[src/rtl/fcims_core.sv]
// fcims_core: single-item sale/restock transaction engine.
// Prices a sale (uprice * ncel), debits stock, and accumulates the bill.
// A restock adds to stock with saturation. All outputs are registered.
// Holds no stock or bill state of its own; the caller feeds new_ct and
// tprice_final back in as ct and tprice_init.
// Build option: define FCIMS_SAT_EN to saturate the bill total on overflow
// instead of wrapping it modulo 2^TW.
// TW must be at least PW+QW so the full line price fits in the bill adder.
module fcims_core #(
  parameter int PW = 4,
  parameter int QW = 4,
  parameter int TW = 8
) (
  input  logic             clk,
  input  logic             reset,
  input  logic             ctrl,
  input  logic [PW-1:0]    uprice,
  input  logic [QW-1:0]    ncel,
  input  logic [QW-1:0]    ct,
  input  logic [TW-1:0]    tprice_init,
  output logic [PW+QW-1:0] fprice,
  output logic [QW-1:0]    new_ct,
  output logic [TW-1:0]    tprice_final,
  output logic             reject,
  output logic             ovf
);

  localparam int FW = PW + QW;

  logic [FW-1:0] line_prod;
  logic [TW:0]   bill_sum;
  logic [QW:0]   stock_sum;
  logic          short_stock;

  logic [FW-1:0] fprice_d;
  logic [QW-1:0] new_ct_d;
  logic [TW-1:0] tprice_d;
  logic          reject_d;
  logic          ovf_d;

  // Arithmetic datapath: operands widened so no carry or product bit is lost.
  always_comb begin
    line_prod   = FW'(uprice) * FW'(ncel);
    bill_sum    = {1'b0, tprice_init} + (TW+1)'(line_prod);
    stock_sum   = {1'b0, ct} + {1'b0, ncel};
    short_stock = (ncel > ct);
  end

  // Transaction decode: select the next registered results for sale or restock.
  always_comb begin
    fprice_d = '0;
    new_ct_d = ct;
    tprice_d = tprice_init;
    reject_d = 1'b0;
    ovf_d    = 1'b0;
    if (ctrl) begin
      if (short_stock) begin
        reject_d = 1'b1;
      end else begin
        fprice_d = line_prod;
        new_ct_d = ct - ncel;
        ovf_d    = bill_sum[TW];
`ifdef FCIMS_SAT_EN
        tprice_d = bill_sum[TW] ? {TW{1'b1}} : bill_sum[TW-1:0];
`else
        tprice_d = bill_sum[TW-1:0];
`endif
      end
    end else begin
      // Restock saturates at full scale regardless of the bill build option.
      ovf_d    = stock_sum[QW];
      new_ct_d = stock_sum[QW] ? {QW{1'b1}} : stock_sum[QW-1:0];
    end
  end

  // Output register: cleared asynchronously while reset is low.
  always_ff @(posedge clk or negedge reset) begin
    if (!reset) begin
      fprice       <= '0;
      new_ct       <= '0;
      tprice_final <= '0;
      reject       <= 1'b0;
      ovf          <= 1'b0;
    end else begin
      fprice       <= fprice_d;
      new_ct       <= new_ct_d;
      tprice_final <= tprice_d;
      reject       <= reject_d;
      ovf          <= ovf_d;
    end
  end

endmodule

[config.mk]
export PLATFORM = sky130hd
export DESIGN_NAME = fcims_core
export DESIGN_NICKNAME = d
export VERILOG_FILES = /design/src/rtl/fcims_core.sv
export SDC_FILE = /design/constraint.sdc
export NUM_CORES = 1
export LEC_CHECK = 0
export CELL_PAD_IN_SITES_DETAIL_PLACEMENT = 1
export CELL_PAD_IN_SITES_GLOBAL_PLACEMENT = 1
export CORE_UTILIZATION = 32
export DETAILED_ROUTE_END_ITERATION = 7
export DONT_BUFFER_PORTS = 1
export PLACE_DENSITY_LB_ADDON = 0.1
export SYNTH_ARGS = -nofsm -noshare
export SYNTH_HDL_FRONTEND = slang
export SYNTH_SLANG_ARGS = --single-unit
[constraint.sdc]
create_clock -name clk -period 0.8 [get_ports clk]
set_input_delay 0.12 -clock clk [delete_from_list [all_inputs] [get_ports clk]]
set_output_delay 0.12 -clock clk [all_outputs]
set_load 0.005 [all_outputs]
Word-level counts from Yosys, hierarchy flattened. Index checks and enable logic that the tools add are counted.

$add $sub $neg: 3. Multiply operators: 1. Order comparisons: 1. Mux-type cells: 11.

Operator list (count): 8-bit two-way mux (4); 4-bit two-way mux (3); 8-bit by 8-bit adder with 9-bit output (1); 4-bit by 4-bit multiplier with 8-bit output (1); 4-bit by 4-bit adder with 5-bit output (1); 4-bit > comparator (1); 1-bit two-way mux (4); 4-bit subtractor (1).

Register bits: 22. Input bits: 23. Output and inout bits: 22. Word-level logic and storage cells: 21.

Longest topological paths before layout. Gate-level depths: netlist of run 1.

Word-level depth: 4. Depth in mapped cells: 16.

Least setup slack after synthesis of run 1. No wires, ideal clock.

Path type: input -> register. Start: input port uprice[0]. End: register tprice_final[7]. Library setup time: 0.129 ns. Data arrival time: 3.091 ns. Data required time: 0.671 ns. Path slack: -2.420 ns. Stages on the path: 15. Path through: nand2_1 -> fa_1 -> inv_1 -> fa_1 -> inv_1 -> fa_1 -> inv_1 -> a21o_1 -> a21oi_1 -> xnor2_1 -> ha_1 -> a211o_1 -> o22ai_1 -> xor2_1 -> o21ai_1.

Cells in the longest elaborated chain, start to end: 4.

Ends and longest elaborated chain: start, declared (RTL line 17) `input logic [PW-1:0] uprice,`; 4-bit by 4-bit multiplier with 8-bit output (RTL line 43) `line_prod = FW'(uprice) * FW'(ncel);`; 8-bit by 8-bit adder with 9-bit output (RTL line 44) `bill_sum = {1'b0, tprice_init} + (TW+1)'(line_prod);`; 8-bit two-way mux (RTL line 57) `if (short_stock) begin`; 8-bit two-way mux (RTL line 56) `if (ctrl) begin`; net tprice_d[7] (RTL line 37) `logic [TW-1:0] tprice_d;`; end signal, assigned (RTL line 87) `tprice_final <= tprice_d;`; end, declared (RTL line 23) `output logic [TW-1:0] tprice_final,`.

The timed path passes the listed nets, and every way through them passes these cells.

Worst setup path in the final report of run 1.
Start: input port ncel[1]. End: register tprice_final[7].

Cells in the longest elaborated chain, start to end: 4. Elaborated cells on any way between the ends: 5.

Ends and longest elaborated chain: start, declared (RTL line 18) `input logic [QW-1:0] ncel,`; 4-bit by 4-bit multiplier with 8-bit output (RTL line 43); 8-bit by 8-bit adder with 9-bit output (RTL line 44); 8-bit two-way mux (*) (RTL line 57); 8-bit two-way mux (*) (RTL line 56); net tprice_d[7] (RTL line 37).

The timed path passes the listed nets; every way through them passes the cells marked *.

==> impl_metrics.json, run 1 <==
{
  "placed_cells": 294,
  "netlist_area_um2": 1850,
  "port-buffer-count": 0,
  "htreeDepth": 1,
  "drc": 0,
  "setup_viol": 22,
  "ys_top_cells_by_area": "dfrtp_1 30%, ha_1 20%, fa_1 7.6%",
  "avgSynthCellArea_um2": 9.76,
  "synth_warnings": 0,
  "grt_remaining_overflow": 0,
  "critPathLaunchType": "input pin",
  "design.die.area_um2": 6070,
  "tightest_slew_ns": 0.991,
  "slew_headroom": 0.339,
  "yosys.cell_count.top_type": "ha_1",
  "finish.utilization": 0.507,
  "async_flop_share": 1.00,
  "place_area_um2": 2390,
  "first_pass_iters": 3,
  "synth.net_count": 248,
  "holdWs_ns": 0.0158,
  "place_ws_ns": -2.49,
  "path_max_fanout": 7,
  "cts_root_buffer": "clkbuf_8",
  "setup_ws_ns": -2.06,
  "nNetsFinal": 302,
  "wl_um": 5230,
  "yosysUniqueCellTypes": 33,
  "core_area_um2": 5540,
  "wire_per_inst_um": 16.7,
  "timing.final.crit_period_ns": 2.86,
  "yosysTopAreaCell": "dfrtp_1",
  "use_met3": 0.0224,
  "outcome": "finished, violations left",
  "hold_path_class": "in2async",
  "drv_cap": 0,
  "ys_seq_area_frac": 0.298,
  "die_w_um": 77.9,
  "diodes": 0,
  "syn2layout_area_growth_pct": 52.1,
  "synth_edf_count": 0,
  "cp-endpoint": "tprice_final[7]",
  "gp_congestion": 0.808,
  "irDropWorstVdd_v": 0.000659,
  "hpwl_um": 4020,
  "num_vias": 1519,
  "p_leak_nw": 1.32,
  "antenna_found_initial": 0,
  "ant_nets": 0,
  "drt_iter0_drc": 41,
  "clk_pin_slew_ns": 0.07,
  "slew_violations": 0,
  "rsz0062_at_grt": "yes",
  "grt_util_met2": 0.332,
  "vias_per_cell": 4.85,
  "fin_area_um2": 2810,
  "initial_core_util": 0.333,
  "yosys_most_used_dff": "dfrtp_1",
  "violations": "negative setup slack",
  "cts_buffers": 3,
  "grt_pass1_wl_um": 8640,
  "drive_above_1_share": 0.427,
  "fin_cells": 313,
  "finalCritPeriodShare": 3.58,
  "worstPathArrival_ns": 3.01,
  "cp-startpoint": "ncel[1]",
  "ys_ff_latch": 22,
  "worstSetupEndpointType": "flip-flop",
  "grt_start_max_net_pins": 23,
  "num_rows": 27,
  "cts_buffer_depth": 2,
  "use_met1": 0.216,
  "die_y_um": 77.9,
  "fmax_mhz": 349,
  "p_per_area_nw_per_um2": 1590,
  "syn-instance-count": 189,
  "cts.sinks": 22,
  "crit_type": "in2reg",
  "grt_pass1_vias": 1779,
  "synth_common_cells": "29 x ha_1, 22 x dfrtp_1, 20 x and2_1",
  "grt_most_used_layer": "met2",
  "cp_data_required_time_ns": 0.95,
  "hold_violations": 0,
  "synth_top_area_frac": 0.298,
  "grtUsageTotal": 0.183,
  "cts_tree": "done",
  "boundaryPins": 45
}
==> report_power, final <==
part	internal [mW]	total (mW)	switching, mW	leakage [nW]
sequential	1.24	1.31	0.0635	0.274
clock	0.336	0.663	0.327	0.0216
combinational	1.36	2.49	1.13	1.03
==> worst max-delay path: stages <==
cell and delay, ns:
nand2_8 0.04, fa_1 0.54, inv_1 0.05, fa_1 0.50, inv_1 0.06, fa_2 0.34, inv_1 0.06, a21o_1 0.13
a21oi_2 0.07, xnor2_2 0.21, ha_4 0.24, a211o_1 0.28, o22ai_2 0.12, xor2_1 0.16, o21ai_1 0.09
==> worst min-delay path by stage <==
stage               slack (ns)               to  cells after the start   from
global route              0.02        new_ct[1]                      1   ctrl
detailed placement       -0.18  tprice_final[1]                      0  reset
CTS                       0.02        new_ct[1]                      1   ctrl
global placement         -0.18        fprice[1]                      0  reset
floorplan                -0.18        fprice[0]                      0  reset
finish                    0.02        fprice[3]                      1  reset
==> kinds of logic (layout without fill, tap and decap cells) <==
family	Yosys count	after routing	synth area share
AOI/OAI and AO/OA	43	43	0.149
xor gates and xnor gates	13	13	0.0617
muxes	5	5	0.0285
and+or+nand+nor	50	50	0.143
DFF	22	22	0.298
buffers and inverters	20	72	0.0468
adders and majority gates	36	36	0.273
==> stage by stage <==
stage	power, mW	setup TNS (ns)
2_1_floorplan	2.59	-24.97
3_3_place_gp	3.13	-29.25
3_5_place_dp	3.21	-30.22
4_1_cts	4.28	-30.69
5_1_grt	4.79	-24.48
6_report	4.46	-22.79
==> repair_timing <==
item	4_1_cts	5_1_grt
resized for setup	26	24
hold endpoints to repair	31	0
setup endpoints to repair	22	44
buffers inserted	9	4
pin swaps	21	18
hold buffers	10	0
==> area by class of cell <==
type,count,area [µm²]
Inverter,16,78.8
Sequential cell,22,551
Fill cell,605,2730
Multi-Input combinational cell,147,1570
Tap cell,72,90.1
Timing Repair Buffer,53,479
Clock buffer,3,41.3
==> per-layer routing <==
layer	vias to the layer above	wire, µm
met5	-	0
met4	0	106
met3	9	199
met2	39	2700
met1	727	2220
li1	744	-
==> sequential cells by signal, indices dropped and copies added (netlist names) <==
register      flops
fprice            8
tprice_final      8
reject            1
new_ct            4
ovf               1
==> cell usage in the layout (no fill, tap or decap), drive strengths merged, types with 7 or more instances in the layout <==
cell type	count
a21oi	11
and2	20
buf	43
dfrtp	22
dlygate4sd3	9
fa	7
ha	29
inv	16
nand2	17
o21ai	13
xnor2	7
(Power assumes the default switching activity.)
==> run 2, diff against run 1 <==
--- a/config.mk
+++ b/config.mk
@@ -11,5 +11,5 @@
 export DETAILED_ROUTE_END_ITERATION = 7
 export DONT_BUFFER_PORTS = 1
-export PLACE_DENSITY_LB_ADDON = 0.1
+export PLACE_DENSITY = 0.59
 export SYNTH_ARGS = -nofsm -noshare
 export SYNTH_HDL_FRONTEND = slang
==> constraint.sdc (replaced) <==
create_clock -name clk -period 0.8 [get_ports clk]
set_input_delay 0.16 -clock clk [delete_from_list [all_inputs] [get_ports clk]]
set_output_delay 0.16 -clock clk [all_outputs]
set_load 0.005 [all_outputs]
==> impl_metrics.json, run 2 (synthesized netlist as in run 1, its figures left out) <==
{
  "outcome": "finished, violations left",
  "violations": "negative setup slack",
  "crit_buf_inv": 3,
  "setup_viol": 27,
  "slowest_delay_ns": 0.53,
  "cts_buffer_depth": 2,
  "area.sequential_um2": 551,
  "hpwl_um": 4060,
  "cts.sinks": 22,
  "place_ws_ns": -2.45,
  "use_met3": 0.0247,
  "path_max_fanout": 4,
  "grtUsageTotal": 0.182,
  "design.die.area_um2": 6070,
  "slew_headroom": 0.356,
  "drv_cap": 0,
  "grt_pass1_vias": 1766,
  "vias_per_cell": 4.97,
  "ant_nets": 0,
  "switching_share": 0.339,
  "drt_iter0_drc": 37,
  "p_sw_mw": 1.53,
  "first_pass_iters": 3,
  "boundaryPins": 45,
  "antenna_found_initial": 0,
  "hold_path_class": "in2reg",
  "worstPathArrival_ns": 3.04,
  "grt_remaining_overflow": 0,
  "initial_core_util": 0.333,
  "tightest_slew_ns": 0.965,
  "setup_ws_ns": -2.10,
  "cts_buffers": 3,
  "nNetsFinal": 298,
  "cts_root_buffer": "clkbuf_8",
  "p_leak_nw": 1.31,
  "cp_data_required_time_ns": 0.93,
  "drc": 0,
  "drive_above_1_share": 0.502,
  "wire_per_inst_um": 16.8,
  "power_mw": 4.52,
  "multi_input_area_um2": 1620,
  "die_y_um": 77.9,
  "p_int_mw": 2.99,
  "slew_violations": 0,
  "final_cell_mix": "37 x buf_4, 22 x dfrtp_1, 16 x ha_1",
  "pwr-share-comb": 0.564,
  "die_w_um": 77.9,
  "power_frac_clock": 0.146,
  "critPathLaunchType": "input pin",
  "port-buffer-count": 0,
  "gp_congestion": 0.790,
  "grt_pass1_wl_um": 8560,
  "critical-path-top-delay-family": "adder cells",
  "cp_cell_sequence": "nand2_8 > fa_1 > inv_1 > fa_1 > buf_6 > ha_4 > buf_6 > a211oi_4 > o21bai_1 > a21oi_1 > xnor2_1 > ha_1 > a21oi_2 > o221ai_2",
  "wl_um": 5200,
  "syn2layout_area_growth_pct": 51.9,
  "clk_pin_slew_ns": 0.07,
  "diodes": 0,
  "fill_cells": 606,
  "use_met1": 0.215,
  "largestRegisters": "fprice x8, tprice_final x8, new_ct x4",
  "crit_type": "in2reg",
  "p_seq_frac": 0.291,
  "timing.final.crit_period_ns": 2.90,
  "cp_slowest_cell": "fa_1",
  "fin_cells": 309,
  "worstSetupEndpointType": "flip-flop",
  "num_vias": 1536,
  "p_per_area_nw_per_um2": 1610,
  "irDropWorstVdd_v": 0.000601,
  "fmax_mhz": 345,
  "num_rows": 27,
  "grt_util_met2": 0.335,
  "rsz0062_at_grt": "yes",
  "htreeDepth": 1,
  "grt_most_used_layer": "met2",
  "placed_cells": 294,
  "core_area_um2": 5540,
  "cts_tree": "done",
  "grt_start_max_net_pins": 23,
  "layout_commonest_cell": "buf_4",
  "hold_violations": 0,
  "finalCritPeriodShare": 3.63
}
==> run 2: cell types whose count changed in the layout (fill, tap and decap cells not counted), sizes merged <==
| cell | delta |
|---|---|
| buf | +5 |
| inv | -1 |
| dlygate4sd3 | -9 |
| clkinvlp | +1 |
==> run 2: area by class of cell <==
type                    instances  share of cell area
multi-input cells             147               0.578
flip-flops and latches         22               0.196
repair buffers                 49               0.151
well taps                      72              0.0321
inverters                      16              0.0281
clock buffers                   3              0.0147
==> run 2: power by group through the flow <==
stage / clock network (mW) / logic, mW / registers [mW]
3_3_place_gp: 0 / 1.78 / 1.33
2_1_floorplan: 0 / 1.27 / 1.32
3_5_place_dp: 0 / 1.85 / 1.34
4_1_cts: 0.689 / 2.33 / 1.32
6_report: 0.659 / 2.55 / 1.31
5_1_grt: 0.721 / 2.79 / 1.33
==> run 2: metal layers <==
layer	vias to the layer above	part of all wire
li1	743	-
met1	748	0.41
met2	39	0.53
met3	6	0.041
met4	0	0.015
met5	-	0
==> run 2: final timing paths <==
path | startpoint | to | slack [ns] | depth (start not counted)
max | uprice[2] | ovf | -2.10 | 14
min | tprice_init[0] | tprice_final[0] | 0.007 | 2
max in group asynchronous | reset | new_ct[3] | 0.17 | 1
min in group asynchronous | reset | tprice_final[2] | 0.05 | 1
==> run 2: repair_timing <==
item                                    in CTS  in global routing
endpoints found under the setup margin      43                 66
gates resized for setup                     25                 33
buffers inserted                            10                  6
hold buffers                                 1                  0
hold endpoints to repair                    22                  0
pin swaps                                   24                 23
==> run 2: stage by stage <==
stage,area (µm²),hold WS [ns],utilization,TNS (ns)
floorplan,2060,-0.136,-,-25.85
global placement,2390,-0.135,0.432,-29.75
detailed placement,2390,-0.135,0.432,-30.48
CTS,2660,0.0132,0.479,-32.58
global route,2800,0.0104,0.506,-25.24
finish,2800,0.00718,0.506,-23.42
